### config.mk
export PLATFORM = sky130hd
export DESIGN_NAME = cube_state_editor
export DESIGN_NICKNAME = d
export VERILOG_FILES = /design/src/rtl/cube_state_editor.sv
export SDC_FILE = /design/constraint.sdc
export NUM_CORES = 1
export LEC_CHECK = 0
export ABC_AREA = 1
export CAP_MARGIN = 20
export CORE_AREA = 2 2 206 208
export DETAILED_ROUTE_END_ITERATION = 8
export DIE_AREA = 0 0 208 210
export GPL_TIMING_DRIVEN = 0
export PLACE_DENSITY = 0.61
export SLEW_MARGIN = 20
export SYNTH_ARGS = -nofsm -noshare
export SYNTH_HDL_FRONTEND = slang
export SYNTH_SLANG_ARGS = --single-unit
### constraint.sdc
create_clock -name clock -period 10.8 [get_ports clock]
set_input_delay 2.7 -clock clock [delete_from_list [all_inputs] [get_ports clock]]
set_output_delay 2.7 -clock clock [all_outputs]
set_load 0.02 [all_outputs]
### src/rtl/cube_state_editor.sv
// rtl/cube_state_editor.sv - facelet editor and colour-count validator for the cube_state bus
//
// Holds the 48 editable facelets of a cube and drives them onto the 144-bit
// cube_state bus read by the LCD renderer and the solver. Debounced buttons
// move a cursor, cycle the colour under the cursor, clear the cube, or start
// a 48-cycle check that confirms there are exactly 8 facelets of each colour.
// Centre facelets are fixed and are not carried on the bus.
//
// Ports:
//   clock        in   system clock
//   reset        in   asynchronous active-high reset
//   btn_next     in   debounced level, advance cursor (wraps 47 -> 0)
//   btn_prev     in   debounced level, move cursor back (wraps 0 -> 47)
//   btn_colour   in   debounced level, cycle colour of facelet at cursor
//   btn_clear    in   debounced level, set all facelets to unset (000)
//   btn_commit   in   debounced level, start colour-count validation
//   cube_state   out  facelet k at bits [143-3k:141-3k]
//   cursor       out  current facelet index 0..47
//   cursor_blink out  highlight phase for the renderer
//   busy         out  validation in progress (49 cycles)
//   state_valid  out  last commit passed, no edit since
//   state_error  out  last commit failed, no edit since

module cube_state_editor #(
   parameter int BLINK_DIV = 12500000
) (
   input  logic         clock,
   input  logic         reset,
   input  logic         btn_next,
   input  logic         btn_prev,
   input  logic         btn_colour,
   input  logic         btn_clear,
   input  logic         btn_commit,
   output logic [143:0] cube_state,
   output logic [5:0]   cursor,
   output logic         cursor_blink,
   output logic         busy,
   output logic         state_valid,
   output logic         state_error
);

   localparam logic [143:0] SOLVED =
      144'h924924_6DB6DB_FFFFFF_B6DB6D_492492_DB6DB6;
   localparam int               CW         = (BLINK_DIV > 1) ? $clog2(BLINK_DIV) : 1;
   localparam logic [CW-1:0]    BLINK_LAST = CW'(BLINK_DIV - 1);
   localparam logic [5:0]       LAST_IDX   = 6'd47;

   typedef enum logic [1:0] {
      IDLE   = 2'd0,
      CHECK  = 2'd1,
      RESULT = 2'd2
   } fsm_t;

   fsm_t          fsm;
   logic [2:0]    facelet [48];
   logic [5:0]    count   [6];
   logic [5:0]    idx;
   logic [CW-1:0] blink_cnt;

   // One history register per button for rising-edge detection.
   logic next_q, prev_q, colour_q, clear_q, commit_q;

   logic next_e, prev_e, colour_e, clear_e, commit_e;
   logic do_clear, do_commit, do_colour, do_next, do_prev, do_move;
   logic all_eight;
   logic [2:0] cursor_colour;
   logic [2:0] check_colour;

   // Colour cycle: unset (and the unused code 001) enter at green, white wraps to green.
   function automatic logic [2:0] next_colour(input logic [2:0] c);
      logic [2:0] n;
      case (c)
         3'b010:  n = 3'b011;
         3'b011:  n = 3'b100;
         3'b100:  n = 3'b101;
         3'b101:  n = 3'b110;
         3'b110:  n = 3'b111;
         default: n = 3'b010;
      endcase
      return n;
   endfunction

   always_comb begin
      cube_state = '0;
      for (int k = 0; k < 48; k++) begin
         cube_state[143-3*k -: 3] = facelet[k];
      end
   end

   assign next_e   = btn_next   & ~next_q;
   assign prev_e   = btn_prev   & ~prev_q;
   assign colour_e = btn_colour & ~colour_q;
   assign clear_e  = btn_clear  & ~clear_q;
   assign commit_e = btn_commit & ~commit_q;

   // Only the highest-priority edge acts, and only while idle; everything
   // else in that cycle is dropped rather than queued.
   always_comb begin
      do_clear  = 1'b0;
      do_commit = 1'b0;
      do_colour = 1'b0;
      do_next   = 1'b0;
      do_prev   = 1'b0;
      if (fsm == IDLE) begin
         if (clear_e)       do_clear  = 1'b1;
         else if (commit_e) do_commit = 1'b1;
         else if (colour_e) do_colour = 1'b1;
         else if (next_e)   do_next   = 1'b1;
         else if (prev_e)   do_prev   = 1'b1;
      end
   end

   assign do_move       = do_next | do_prev;
   assign cursor_colour = facelet[cursor];
   assign check_colour  = facelet[idx];

   always_comb begin
      all_eight = 1'b1;
      for (int c = 0; c < 6; c++) begin
         if (count[c] != 6'd8) all_eight = 1'b0;
      end
   end

   always_ff @(posedge clock or posedge reset) begin
      if (reset) begin
         fsm          <= IDLE;
         for (int k = 0; k < 48; k++) begin
            facelet[k] <= SOLVED[143-3*k -: 3];
         end
         for (int c = 0; c < 6; c++) begin
            count[c] <= '0;
         end
         idx          <= '0;
         cursor       <= '0;
         blink_cnt    <= '0;
         cursor_blink <= 1'b1;
         busy         <= 1'b0;
         state_valid  <= 1'b0;
         state_error  <= 1'b0;
         next_q       <= 1'b0;
         prev_q       <= 1'b0;
         colour_q     <= 1'b0;
         clear_q      <= 1'b0;
         commit_q     <= 1'b0;
      end else begin
         // History registers follow the inputs in every state, so a button
         // held through a check does not fire when the check ends.
         next_q   <= btn_next;
         prev_q   <= btn_prev;
         colour_q <= btn_colour;
         clear_q  <= btn_clear;
         commit_q <= btn_commit;

         // A cursor move restarts the blink so the new facelet is lit at once.
         if (do_move) begin
            blink_cnt    <= '0;
            cursor_blink <= 1'b1;
         end else if (blink_cnt == BLINK_LAST) begin
            blink_cnt    <= '0;
            cursor_blink <= ~cursor_blink;
         end else begin
            blink_cnt <= blink_cnt + 1'b1;
         end

         case (fsm)
            IDLE: begin
               if (do_clear) begin
                  for (int k = 0; k < 48; k++) begin
                     facelet[k] <= 3'b000;
                  end
                  state_valid <= 1'b0;
                  state_error <= 1'b0;
               end else if (do_commit) begin
                  for (int c = 0; c < 6; c++) begin
                     count[c] <= '0;
                  end
                  idx         <= '0;
                  busy        <= 1'b1;
                  state_valid <= 1'b0;
                  state_error <= 1'b0;
                  fsm         <= CHECK;
               end else if (do_colour) begin
                  facelet[cursor] <= next_colour(cursor_colour);
                  state_valid     <= 1'b0;
                  state_error     <= 1'b0;
               end else if (do_next) begin
                  cursor <= (cursor == LAST_IDX) ? 6'd0 : cursor + 6'd1;
               end else if (do_prev) begin
                  cursor <= (cursor == 6'd0) ? LAST_IDX : cursor - 6'd1;
               end
            end

            CHECK: begin
               // Codes 010..111 map to counters 0..5; unset counts nothing.
               for (int c = 0; c < 6; c++) begin
                  if (check_colour == 3'(c + 2)) count[c] <= count[c] + 6'd1;
               end
               idx <= idx + 6'd1;
               if (idx == LAST_IDX) fsm <= RESULT;
            end

            RESULT: begin
               state_valid <= all_eight;
               state_error <= ~all_eight;
               busy        <= 1'b0;
               fsm         <= IDLE;
            end

            default: fsm <= IDLE;
         endcase
      end
   end

endmodule

==> run metrics <==
result of the run finished, final reports clean; unrepaired setup endpoints after global routing no; minimum clock period 5.10 ns; Core Util, Final 42.7%; clk sink count 227; GR Overflow Total 0; Avg Inst Size Synth 6.75 um2; Buf/Inv on CP 5; synthesized cell area 14400 um2; fraction of layout cells with a size suffix above 1 10.3%; Seq pwr share 45.5%; CTS tree built; CTS buffer count 27; Least-Margin Pin Slew 0.977 ns; PostCTS Resize Cnt 0; WS Path Type in2reg; # rows 75; crit path cell chain clkdlybuf4s50_1 > inv_1 > nor2_1 > inv_1 > nor2_1 > clkbuf_1 > clkbuf_1 > a21oi_1 > nand2_1 > o21ai_1; Finish-stage setup viols 0; hold buffer count at CTS 0; CP endpoint cube_state[33]$_DFFE_PP0P_; first-pass GRT wire length 94.0 mm; Worst path depth 10; Synth Warn # 0; input/output buffers 160; antenna violations before repair 0; worst relative slew slack 34.9%; Setup TNS 0 ns; Worst Setup SP btn_clear; DR iter-0 viols 1481; maxcap violations 0; largest area contributor in the netlist dfrtp_1; Routed WL 62.3 mm; Starting Density 34.8%; Die W 208 um; post-route ant nets 0; Root Driver clkbuf_16; GRT Total Usage 28.3%; fmax 196 MHz; GPL Wtd Cong 0.960; Reg2Reg Setup Slack 6.96 ns; reg2reg end cube_state[45]$_DFFE_PP0P_; Synth Net Count 2158; Core Region 41500 um2; R2R depth 13; cells taking the most area after synthesis dfrtp_1 (24%), nand2_1 (20%), dfstp_2 (16%); clock share of power 50.4%; CTS H-Tree Depth 1; worst hold start blink_cnt[0]$_DFF_PP0_; cells after synthesis 2135; I/O Pins 161; Worst R2R Start cursor[0]$_DFFE_PP0P_; clock tree buffer depth 3; switch share 24.1%; P_leak 8.07 nW; FF/Latch Area 5790 um2; Worst setup SP type input pin; Final Net Count 2349; worst path required time 11.25 ns; Initial DRT Pass Iterations 6; Post-CTS Setup Bufs 0; drt via density 5.43; combinational share of power 4.1%; hpwl dp 45.3 mm; CP Capture Type register; Pins Over Slew Limit 0; Die Area 43700 um2; register area share after synthesis 40.2%; vias post-DR 15700; Worst-path clk slew 0.06 ns; area occupied by multi-input gates 7300 um2; Pwr Density 106 nW/um2; share of the synthesized area in the top cell type 23.9%; flops & latches, synth 227; Worst Skew 0.0111 ns; worst vdd ir 0.106 mV; crit-path max cell delay 0.70 ns; final worst path period share 47.2%; worst-path fanout max 10; # DRC 0; wire length per cell after detailed routing 21.6 um; Cell Int Power 1.43 mW; Fill cells 4370; WP data arrival 5.54 ns; CP top delay family buffers and inverters; Die Y 210 um; maximum number of pins on one net before global-route repair 101; slowest cell on the critical path clkbuf_1; Netlist cell types 44; worst hold-check path type reg2reg; antenna cells 0; final count of hold timing violations 0; Layout area overhead 22.7%; worst skew pair latency 0.57 ns; Net Switching 454 uW; vias in the first global route 15100
-- cell type report --
type | instances | area share, %
sequential | 227 | 32.7
timing repair buffer | 162 | 9.36
clock buffer | 41 | 4.94
tap | 539 | 3.81
buffer | 110 | 3.57
multi-input combinational | 1611 | 41.2
inverter | 187 | 4.03
clock inverter | 9 | 0.318
-- registers in the layout, summed over array words and instances (netlist names) --
signal and count:
blink_cnt 24, busy 1, clear_q 1, colour_q 1, commit_q 1, count 36, cube_state 144, cursor 6
cursor_blink 1, fsm 2, idx 6, next_q 1, prev_q 1, state_error 1, state_valid 1
-- power groups by stage --
stage	logic (mW)	clock network, mW	registers, mW
detailed placement	0.0748	0	0.872
global route	0.0806	1.00	0.858
finish	0.0763	0.950	0.858
CTS	0.0751	0.961	0.858
global placement	0.0715	0	0.872
floorplan	0.0381	0	0.872
-- cell usage after synthesis, drive strengths merged --
| cell | count |
|---|---|
| o211a | 1 |
| o22ai | 4 |
| clkbuf | 30 |
| o32ai | 1 |
| ha | 16 |
| nor4 | 5 |
| a31oi | 2 |
| o211ai | 8 |
| dfstp | 89 |
| nor3b | 3 |
| o21ai | 135 |
| nand4 | 8 |
| a211oi | 1 |
| nand2 | 789 |
| dfrtp | 138 |
| or2 | 5 |
| o41ai | 1 |
| buf | 80 |
| a22oi | 1 |
| inv | 182 |
| nor2 | 163 |
| nor3 | 16 |
| clkinv | 5 |
| o21a | 1 |
| o31ai | 2 |
| xnor2 | 8 |
| a21oi | 111 |
| nand3 | 306 |
| nand3b | 1 |
| xor2 | 23 |
-- worst min path at each step --
stage          depth (start not counted)  slack, ns                     end
6_report                               1       0.46  blink_cnt[0]$_DFF_PP0_
5_1_grt                                1       0.49  blink_cnt[0]$_DFF_PP0_
4_1_cts                                1       0.46  blink_cnt[0]$_DFF_PP0_
3_5_place_dp                           1       0.46  blink_cnt[0]$_DFF_PP0_
3_3_place_gp                           1       0.45  blink_cnt[0]$_DFF_PP0_
2_1_floorplan                          1       0.43  blink_cnt[0]$_DFF_PP0_
-- per-stage QoR --
stage,setup slack [ns],power (mW),hold slack (ns),instance area (um2),std cells
floorplan,2.03,0.910,0.433,14400,2135
global placement,-1.25,0.943,0.449,16700,2834
detailed placement,5.23,0.947,0.457,16800,2836
CTS,5.81,1.89,0.464,17700,2886
global route,5.62,1.94,0.493,17700,2886
finish,5.70,1.88,0.458,17700,2886
-- cells in the final DEF (no fill, tap or decap), types with 7 or more instances in the layout --
master	synthesis	layout
nand2_1	786	786
nand3_1	291	291
inv_1	180	179
nor2_1	163	163
clkdlybuf4s50_1	0	160
dfrtp_1	138	138
a21oi_1	110	110
o21ai_0	99	99
dfstp_2	89	89
buf_2	49	49
o21ai_1	36	36
clkbuf_1	30	35
clkbuf_16	0	32
xor2_1	23	23
buf_4	16	16
ha_1	16	16
nor3_1	15	14
nand3_2	14	14
buf_6	13	13
nand4_1	8	8
xnor2_1	8	8
o211ai_1	8	8
clkinv_2	1	7
-- cells by family (layout without fill, tap and decap cells) --
family                   count (synthesis)  count (layout)  share of synthesized area (%)
AO/OA/AOI/OAI                          268             268                           9.69
XOR/XNOR                                31              31                           1.88
adder cells (fa/ha/maj)                 16              16                           1.39
buffers and inverters                  297             509                           9.27
flip-flops                             227             227                           40.2
AND/OR/NAND/NOR                       1296            1296                           37.6
-- layer usage --
metal / routed length [um] / vias to the layer above / GRT usage (%)
met2: 27300 / 768 / 43.7
met3: 5310 / 156 / 5.05
met1: 26800 / 7516 / 38.5
li1: - / 7242 / -
met4: 2940 / 0 / 13.3
met5: 0 / - / 0
Note: power is estimated with default switching activity, not from simulation.
